**config.mk**
```make
export PLATFORM = sky130hd
export DESIGN_NAME = matrix_stream_controller
export DESIGN_NICKNAME = d
export VERILOG_FILES = /design/src/rtl/matrix_stream_controller.sv
export SDC_FILE = /design/constraint.sdc
export NUM_CORES = 1
export LEC_CHECK = 0
export CORE_AREA = 2 2 242 244
export DETAILED_ROUTE_END_ITERATION = 12
export DIE_AREA = 0 0 244 246
export GPL_ROUTABILITY_DRIVEN = 0
export PLACE_DENSITY = 0.73
export SYNTH_ARGS = -nofsm -noshare
export SYNTH_HDL_FRONTEND = slang
export SYNTH_SLANG_ARGS = --single-unit
```
**constraint.sdc**
```tcl
create_clock -name clock -period 7.3 [get_ports clock]
set_input_delay 1.095 -clock clock [delete_from_list [all_inputs] [get_ports clock]]
set_output_delay 1.095 -clock clock [all_outputs]
set_load 0.02 [all_outputs]
```
**src/rtl/matrix_stream_controller.sv**
```systemverilog
// Byte-stream front end for the 5x5 signed 8-bit matrix multiplier: packs 50 operand
// bytes, runs one 5-row multiplier pass, then streams the 25 result bytes out.
module matrix_stream_controller #(
   parameter int WAIT_LIMIT = 4
) (
   input  logic         clock,
   input  logic         reset,
   input  logic         in_valid,
   input  logic [7:0]   in_data,
   output logic         in_ready,
   output logic [199:0] matrix_a,
   output logic [199:0] matrix_b,
   output logic         start,
   input  logic         done,
   input  logic [199:0] result,
   output logic         out_valid,
   output logic [7:0]   out_data,
   input  logic         out_ready,
   output logic         out_last,
   output logic         busy,
   output logic         err
);
   // state   | meaning
   // S_LOAD    | accepting operand bytes 0..49
   // S_COMPUTE | start held high for one 5-row multiplier pass
   // S_WAIT    | waiting for done, bounded by WAIT_LIMIT
   // S_DRAIN   | streaming the 25 captured result bytes
   typedef enum logic [1:0] {S_LOAD, S_COMPUTE, S_WAIT, S_DRAIN} state_t;

   localparam int WW = (WAIT_LIMIT > 1) ? $clog2(WAIT_LIMIT) : 1;

   state_t        state;
   logic [5:0]    byte_idx;
   logic [4:0]    wr_elem;
   logic [4:0]    out_idx;
   logic [2:0]    pass_cnt;
   logic [WW-1:0] wait_tmr;
   logic [199:0]  shadow;

   always_comb begin
      wr_elem = byte_idx[4:0];
      if (byte_idx >= 6'd25) wr_elem = 5'(byte_idx - 6'd25);
   end

   assign out_data = shadow[{out_idx, 3'b000} +: 8];
   assign out_last = out_valid && (out_idx == 5'd24);

   always_ff @(posedge clock) begin
      if (reset) begin
         state     <= S_LOAD;
         in_ready  <= 1'b1;
         start     <= 1'b0;
         out_valid <= 1'b0;
         busy      <= 1'b0;
         err       <= 1'b0;
         matrix_a  <= '0;
         matrix_b  <= '0;
         shadow    <= '0;
         byte_idx  <= '0;
         out_idx   <= '0;
         pass_cnt  <= '0;
         wait_tmr  <= '0;
      end else begin
         case (state)
            S_LOAD: begin
               if (in_valid && in_ready) begin
                  if (byte_idx < 6'd25) matrix_a[{wr_elem, 3'b000} +: 8] <= in_data;
                  else                  matrix_b[{wr_elem, 3'b000} +: 8] <= in_data;
                  if (byte_idx == 6'd49) begin
                     byte_idx <= '0;
                     pass_cnt <= '0;
                     start    <= 1'b1;
                     in_ready <= 1'b0;
                     busy     <= 1'b1;
                     state    <= S_COMPUTE;
                  end else begin
                     byte_idx <= byte_idx + 6'd1;
                  end
               end
            end
            S_COMPUTE: begin
               // a sixth start edge would restart the multiplier at row 0
               if (pass_cnt == 3'd4) begin
                  start    <= 1'b0;
                  wait_tmr <= WW'(WAIT_LIMIT - 1);
                  state    <= S_WAIT;
               end else begin
                  pass_cnt <= pass_cnt + 3'd1;
               end
            end
            S_WAIT: begin
               if (done || wait_tmr == '0) begin
                  if (!done) err <= 1'b1;
                  shadow    <= result;
                  out_idx   <= '0;
                  out_valid <= 1'b1;
                  state     <= S_DRAIN;
               end else begin
                  wait_tmr <= wait_tmr - WW'(1);
               end
            end
            S_DRAIN: begin
               if (out_ready) begin
                  if (out_idx == 5'd24) begin
                     out_valid <= 1'b0;
                     busy      <= 1'b0;
                     in_ready  <= 1'b1;
                     byte_idx  <= '0;
                     state     <= S_LOAD;
                  end else begin
                     out_idx <= out_idx + 5'd1;
                  end
               end
            end
            default: state <= S_LOAD;
         endcase
      end
   end
endmodule

```
; Word level (Yosys, flattened, before mapping)
; Index checks and enable logic that the tools add are counted.
; Widths: inputs -> output; s select.
[classes]
n_eq_ne = 15
n_bitwise = 2
reduce_logical = 21
n_addsub = 6
magnitude_cmp = 2
n_mux = 40
shift = 3
[ops]
columns = operator, n
row1 = $bwmux 200, 2
row2 = $shift 8x10->200 const A, 1
row3 = $shiftx 200x9->8, 1
row4 = $shiftx 8x10->200, 1
row5 = $mux 6, 4
row6 = $mux 5, 4
row7 = $reduce_and 4->1, 5
row8 = $ne 2x2->1 const B, 9
row9 = $mux 2, 8
row10 = $pmux 6 s2, 1
row11 = $reduce_and 3->1, 4
row12 = $mux 1, 10
row13 = $neg 8->10, 1
row14 = $pmux 5 s2, 1
row15 = $mux 3, 3
row16 = $pmux 1 s2, 4
row17 = $pmux 2 s4, 1
row18 = $reduce_bool 2->1, 4
row19 = $add 6x1->6 const B, 1
row20 = $eq 6x6->1 const B, 1
row21 = $ge 6x5->1 const B, 1
row22 = $lt 6x5->1 const B, 1
row23 = $pmux 3 s2, 1
row24 = $reduce_and 6->1, 1
row25 = 15 further kinds, 19
[totals]
ff_bits = 623
input_bits = 213
wordCells = 102
out_inout_bits = 414

; Depth between registers and ports, before layout
; Gate-level depths: netlist of the first run.
[logic_depth]
depth_word = 5
mapped_depth = 17
ltp_nobuf = 12

; Worst setup path after synthesis of the first run
; No wires, ideal clock.
[synth_path]
kind = register to register
startpoint = register byte_idx[0]
endpoint = register matrix_b[157]
path_stages_with_launch = 16
t_arrival_ns = 3.868
t_required_ns = 7.228
setup_slack_ns = 3.360
synth_period_minus_slack_ns = 3.940
path_buffers = 4
setup_time_ns = 0.072
path_cell_list = dfxtp_1 -> buf_2 -> inv_1 -> ha_1 -> buf_2 -> or4b_4 -> nand2_1 -> mux2_2 -> ha_1 -> and4_4 -> or4_1 -> buf_4 -> nor3_4 -> and3_1 -> buf_2 -> mux2i_1
[synth_between]
elab_chain_cells = 5
word_cells_on_any_way = 10
cone_classes = add/sub: 2 / order compare: 2 / shift: 2 / mux: 2 / bitwise: 1 / reduce/logical: 1
[synth_lines]
columns = item, line_no
row1 = start: declaration, 33  ; logic [5:0] byte_idx;
row2 = start signal: assignment, 77  ; byte_idx <= byte_idx + 6'd1;
row3 = $sub 5x5->5 / $ge 6x5->1 (equally long branches), 42  ; if (byte_idx >= 6'd25) wr_elem = 5'(byte_idx - 6'd25);
row4 = $mux 5, 42
row5 = $neg 8->10, 68  ; else matrix_b[{wr_elem, 3'b000} +: 8] <= in_data;
row6 = $shiftx 8x10->200 / $shift 8x10->200 (equally long branches), 68
row7 = $bwmux 200, 68
row8 = end signal: indexed assignment, 68
row9 = end: declaration, 12  ; output logic [199:0] matrix_b,
; Parallel ways exist; a longest one is shown, timed or not.
; A chain may end at the register's enable or synchronous reset.

; Worst setup path in the final report of the first run
[layout_path]
startpoint = register byte_idx[0]
endpoint = register matrix_b[156]
; Same word-level chain as after synthesis.

==> results of run 1 <==
-- cell usage after synthesis, drive strengths merged (3+ instances only) --
cell / number / area share
buf: 34 / 0.0077
nor4: 10 / 0.0054
nand3: 83 / 0.023
a21boi: 3 / 0.0010
xor2: 5 / 0.0017
a211oi: 8 / 0.0033
nand4b: 3 / 0.0010
o211ai: 17 / 0.0065
nand4: 16 / 0.0068
clkbuf: 169 / 0.025
mux4: 56 / 0.050
dfxtp: 623 / 0.49
inv: 19 / 0.0028
xnor2: 6 / 0.0028
and4b: 3 / 0.0012
nand2b: 3 / 0.00074
nor3: 11 / 0.0030
o211a: 3 / 0.0012
nor2b: 3 / 0.00074
a21oi: 245 / 0.048
and4: 6 / 0.0022
mux2: 11 / 0.0049
ha: 13 / 0.0064
mux2i: 380 / 0.15
and2: 5 / 0.0012
o21ai: 53 / 0.011
nand2: 762 / 0.11
and3: 5 / 0.0012
nor2: 74 / 0.012
-- worst max-delay path, stage by stage, from the launching register on --
cell and delay (ns):
dfxtp_1 0.40, inv_1 0.15, ha_1 0.39, or4b_4 0.56, nand2_1 0.10, mux2_2 0.35, ha_1 0.26, inv_1 0.13
a211oi_1 0.08, or4_1 0.90, nor3_4 0.85, nand3_2 0.38, mux2i_1 0.20
-- layer usage --
layer / up-vias / GRT usage
met3: 224 / 0.0610
met2: 824 / 0.488
li1: 10100 / -
met4: 0 / 0.163
met5: - / 0
met1: 10300 / 0.322
-- power by group --
group	switching [mW]	leakage [nW]	internal (mW)	total, mW
sequential	0.0464	5.02	3.47	3.51
combinational	0.852	7.38	0.395	1.25
clock	1.41	1.03	1.89	3.30
-- area by class of cell --
class	count	area (um^2)	area share
Multi-Input combinational cell	1813	12000	0.351
Sequential cell	623	12500	0.366
Clock inverter	21	220	0.00646
Inverter	19	78.8	0.00231
Tap cell	765	957	0.0281
Clock buffer	95	1890	0.0555
Antenna cell	7	17.5	0.000514
Timing Repair Buffer	653	6470	0.190
-- stage by stage --
| step | total power [mW] | util | instance area, um^2 | hold WS, ns |
|---|---|---|---|---|
| after global routing | 8.35 | 0.594 | 34100 | 0.469 |
| final | 8.06 | 0.594 | 34100 | 0.453 |
| after CTS | 8.11 | 0.594 | 34100 | 0.451 |
| after floorplan | 4.40 | - | 25300 | 0.433 |
| after global placement | 4.79 | 0.557 | 32000 | 0.440 |
| after detailed placement | 4.83 | 0.557 | 32000 | 0.444 |
-- cells by family after synthesis --
logic type,Yosys count,synth area share
AO/OA/AOI/OAI,348,0.0795
XOR/XNOR,11,0.00455
adder cells (fa/ha/maj),13,0.00643
buffers and inverters,222,0.0356
flip-flops,623,0.493
multiplexers,447,0.206
AND/OR/NAND/NOR,994,0.175
-- sequential cells by signal (all words and copies together) (netlist names) --
signal,count
matrix_a,200
busy,1
state,2
byte_idx,6
out_idx,5
wait_tmr,2
out_valid,1
pass_cnt,3
matrix_b,200
in_ready,1
shadow,200
err,1
start,1
-- worst max path at each step --
| stage | startpoint | to | slack [ns] | cells after the start |
|---|---|---|---|---|
| detailed placement | byte_idx[0] | matrix_a[155] | 2.39 | 12 |
| CTS | out_idx[0] | out_data[6] | 2.35 | 4 |
| global placement | byte_idx[0] | matrix_b[155] | 2.60 | 12 |
| floorplan | byte_idx[0] | matrix_b[157] | 3.36 | 15 |
| global route | byte_idx[0] | matrix_b[152] | 2.15 | 12 |
| finish | byte_idx[0] | matrix_b[156] | 2.38 | 12 |
==> impl_metrics.toml, run 1 <==
[die]
die_h_um = 246
core-area_um2 = 57400
die_x_um = 244
start_util = 0.441
rows = 88
dieArea_um2 = 60000
io_pins = 627

[place]
dp_cells = 3873
io_buffers = 626
place_ws_ns = 2.39
hpwl_um = 62200

[clock_network]
clockBufferDepth = 3
cts_buffers = 66
cts-htree-levels = 3
clkSinkCount = 623
clock_latency_ns = 0.61
clkTransAtPathRegs_ns = 0.06
cts_resized = 0
cts_tree = "built"
postCtsSetupBuffers = 0
root_buffer = "clkbuf_16"
ctsHoldBuffers = 0

[status]
status = "complete, no violations"

[setup_path]
start_kind = "flop"
rr_startpoint = "byte_idx[0]"
r2r_slack_ns = 2.38
reg2reg_to = "matrix_b[156]"
critPathArrivalTime_ns = 5.37
r2r_cells = 12
end_kind = "flop"
crit_fanout = 15
required_ns = 7.75
worst-setup-path-type = "reg -> reg"

[job]
cap_violations = 0

[sta]
tns_ns = 0
min_period_ns = 4.92
slew_violations = 0
tightestPinTransition_ns = 1.17
max_freq_mhz = 203
rsz0062_at_grt = "no"
maxSlewHeadroom = 0.220
hold_viol = 0
setup_viol = 0
final.setup_skew_ns = 0.0178
period_share = 0.674
timing.final.ws_setup_ns = 2.38

[drt]
remaining_drc_errors = 0
wirelength_um = 87000
ant_nets = 0
routed-wl-met3_um = 5780
routed_via_density = 5.37
routedWlPerCell_um = 21.8
top_layer = "met4"
wirelength_met1_um = 33400
wl_met2_um = 42800
drtPass1Iterations = 5
drt_iter0_markers = 1460
vias = 21500

[logic_synthesis]
syn_nets = 2884
synth_edf_count = 0
syn-cell-area_um2 = 25300
ys_seq_elements = 623
ys.flop_type = "dfxtp_1"
netlist_instances = 2658
syn_area_per_cell_um2 = 9.51
synth_cell_types = 79
ys_seq_area_frac = 0.493
synthArstFlopShare = 0
yosys_warnings = 0

[cells_and_area]
fill_cells = 4801
drive_above_1_share = 0.0828
area_growth_syn_to_layout_pct = 34.8
final_cell_mix = "nand2_1, clkdlybuf4s50_1, dfxtp_1"
fin_cells = 3996
final_common_cell = "nand2_1"
nets = 3402

[global_routing]
grt_max_degree = 149
gr-total-overflow = 0
grt_pass1_vias = 21500
grt_pass1_wl_um = 130000
antenna_found_initial = 7
grt_usage = 0.282

[power_and_ir_drop]
power.density_nw_per_um2 = 236
leakagePower_nw = 13.4
vdd_drop_max_uv = 151

[min_path]
whs_endpoint = "shadow[147]"
min_from = "shadow[147]"
hold_depth = 2
worstHoldPathType = "reg -> reg"
Power figures use the tool's default switching activity.
==> inputs of run 2 (changes only) <==
==> constraint.sdc (replaced) <==
create_clock -name clock -period 4.7 [get_ports clock]
set_input_delay 0.705 -clock clock [delete_from_list [all_inputs] [get_ports clock]]
set_output_delay 0.705 -clock clock [all_outputs]
set_load 0.02 [all_outputs]
==> impl_metrics.toml, run 2 (same netlist as run 1, synthesis figures left out) <==
[global_routing]
antenna_found_initial = 6
gr-total-overflow = 0
grt_usage = 0.282
grt_pass1_wl_um = 131000
grt_pass1_vias = 21600
grt_max_degree = 201

[die]
io_pins = 627
dieArea_um2 = 60000
rows = 88
die_x_um = 244
die_h_um = 246
core-area_um2 = 57400
start_util = 0.441

[sta]
setup_viol = 0
timing.final.ws_setup_ns = 0.239
maxSlewHeadroom = 0.217
max_freq_mhz = 224
period_share = 0.949
min_period_ns = 4.46
hold_viol = 0
tns_ns = 0
rsz0062_at_grt = "no"
slew_violations = 0
final.setup_skew_ns = 0.0348
tightestPinTransition_ns = 1.17

[cells_and_area]
final_cell_mix = "nand2_1, clkdlybuf4s50_1, dfxtp_1"
fill_cells = 4790
drive_above_1_share = 0.0904
area_growth_syn_to_layout_pct = 36.2
stdcell_area_um2 = 34400
final_common_cell = "nand2_1"
nets = 3418
fin_cells = 4012
largestRegisters = "matrix_a: 200 flops, matrix_b: 200 flops, shadow: 200 flops"

[clock_network]
clockBufferDepth = 3
clkTransAtPathRegs_ns = 0.06
clkSinkCount = 623
ctsHoldBuffers = 0
root_buffer = "clkbuf_16"
cts_buffers = 68
cts_tree = "built"
cts-htree-levels = 3
clock_latency_ns = 0.60
cts_resized = 0
postCtsSetupBuffers = 0

[min_path]
whs_endpoint = "shadow[156]"
worstHoldPathType = "reg -> reg"
hold_depth = 2
min_from = "shadow[156]"

[drt]
vias = 21700
remaining_drc_errors = 0
wirelength_um = 87200
routedWlPerCell_um = 21.7
routed_via_density = 5.41
ant_nets = 0
drt_iter0_markers = 1591
drtPass1Iterations = 6

[place]
io_buffers = 626
placed_cell_area_um2 = 32100
hpwl_um = 63000
place_ws_ns = 0.316
dp_cells = 3887

[status]
status = "complete, no violations"

[setup_path]
required_ns = 5.13
crit_fanout = 12
r2r_cells = 12
reg2reg_to = "matrix_b[36]"
cp_cell_sequence = "inv_1 -> ha_1 -> or4b_4 -> nand2_1 -> mux2_2 -> ha_1 -> inv_1 -> a211oi_1 -> or4_1 -> nor2_2 -> nand3_2 -> mux2i_1"
start_kind = "flop"
r2r_slack_ns = 0.24
end_kind = "flop"
rr_startpoint = "byte_idx[0]"
slowest_delay_ns = 0.73
worst-setup-path-type = "reg -> reg"
critPathArrivalTime_ns = 4.89
cpMaxStageDelayCell = "or4_1"

[job]
cap_violations = 0

[power_and_ir_drop]
power.density_nw_per_um2 = 376
vdd_drop_max_uv = 244
leakagePower_nw = 13.6
## run 2: metal layers
layer	track usage	vias to the layer above	routed length, um
met5	0	-	0
met4	0.150	0	4560
met3	0.0589	203	5870
met2	0.489	869	42900
met1	0.327	10500	33900
li1	-	10200	-
## run 2: area by class of cell
cell class              count  area (um^2)  area share
flip-flops and latches    623        12500       0.362
multi-input cells        1813        12000       0.348
repair buffers            667         6630       0.192
clock buffers              95         2000      0.0579
well taps                 765          957      0.0278
clock inverters            24          318     0.00923
inverters                  19         78.8     0.00229
diodes                      6         15.0    0.000436
## run 2: worst max-delay path by stage
stage | end | slack [ns] | cells after the start | start
3_5_place_dp | matrix_b[36] | 0.32 | 12 | byte_idx[0]
6_report | matrix_b[36] | 0.24 | 12 | byte_idx[0]
4_1_cts | out_data[5] | 0.12 | 6 | out_idx[1]
5_1_grt | matrix_b[163] | 0.03 | 12 | byte_idx[0]
3_3_place_gp | matrix_b[161] | 0.44 | 12 | byte_idx[0]
2_1_floorplan | matrix_b[157] | 0.76 | 15 | byte_idx[0]
## run 2: critical path: cells and delay by family (launching register included)
| family | cells | cell delay [ns] |
|---|---|---|
| multiplexers | 2 | 0.56 |
| buffers and inverters | 2 | 0.27 |
| adder cells (fa/ha/maj) | 2 | 0.64 |
| AND/OR/NAND/NOR | 5 | 2.31 |
| AO/OA/AOI/OAI | 1 | 0.09 |
| flip-flops | 1 | 0.40 |
## run 2: where the power goes
group / total (mW) / leakage (nW) / switching, mW / internal (mW)
Clock: 5.50 / 1.14 / 2.20 / 3.30
Sequential: 5.46 / 5.02 / 0.0708 / 5.39
Combinational: 2.00 / 7.47 / 1.34 / 0.659
Total: 13.0 / 13.6 / 3.62 / 9.35
## run 2: through the flow
step / hold slack (ns) / util / total power, mW
5_1_grt: 0.472 / 0.601 / 13.4
3_3_place_gp: 0.440 / 0.560 / 7.50
4_1_cts: 0.453 / 0.600 / 13.0
3_5_place_dp: 0.445 / 0.560 / 7.55
6_report: 0.450 / 0.601 / 13.0
2_1_floorplan: 0.433 / - / 6.83
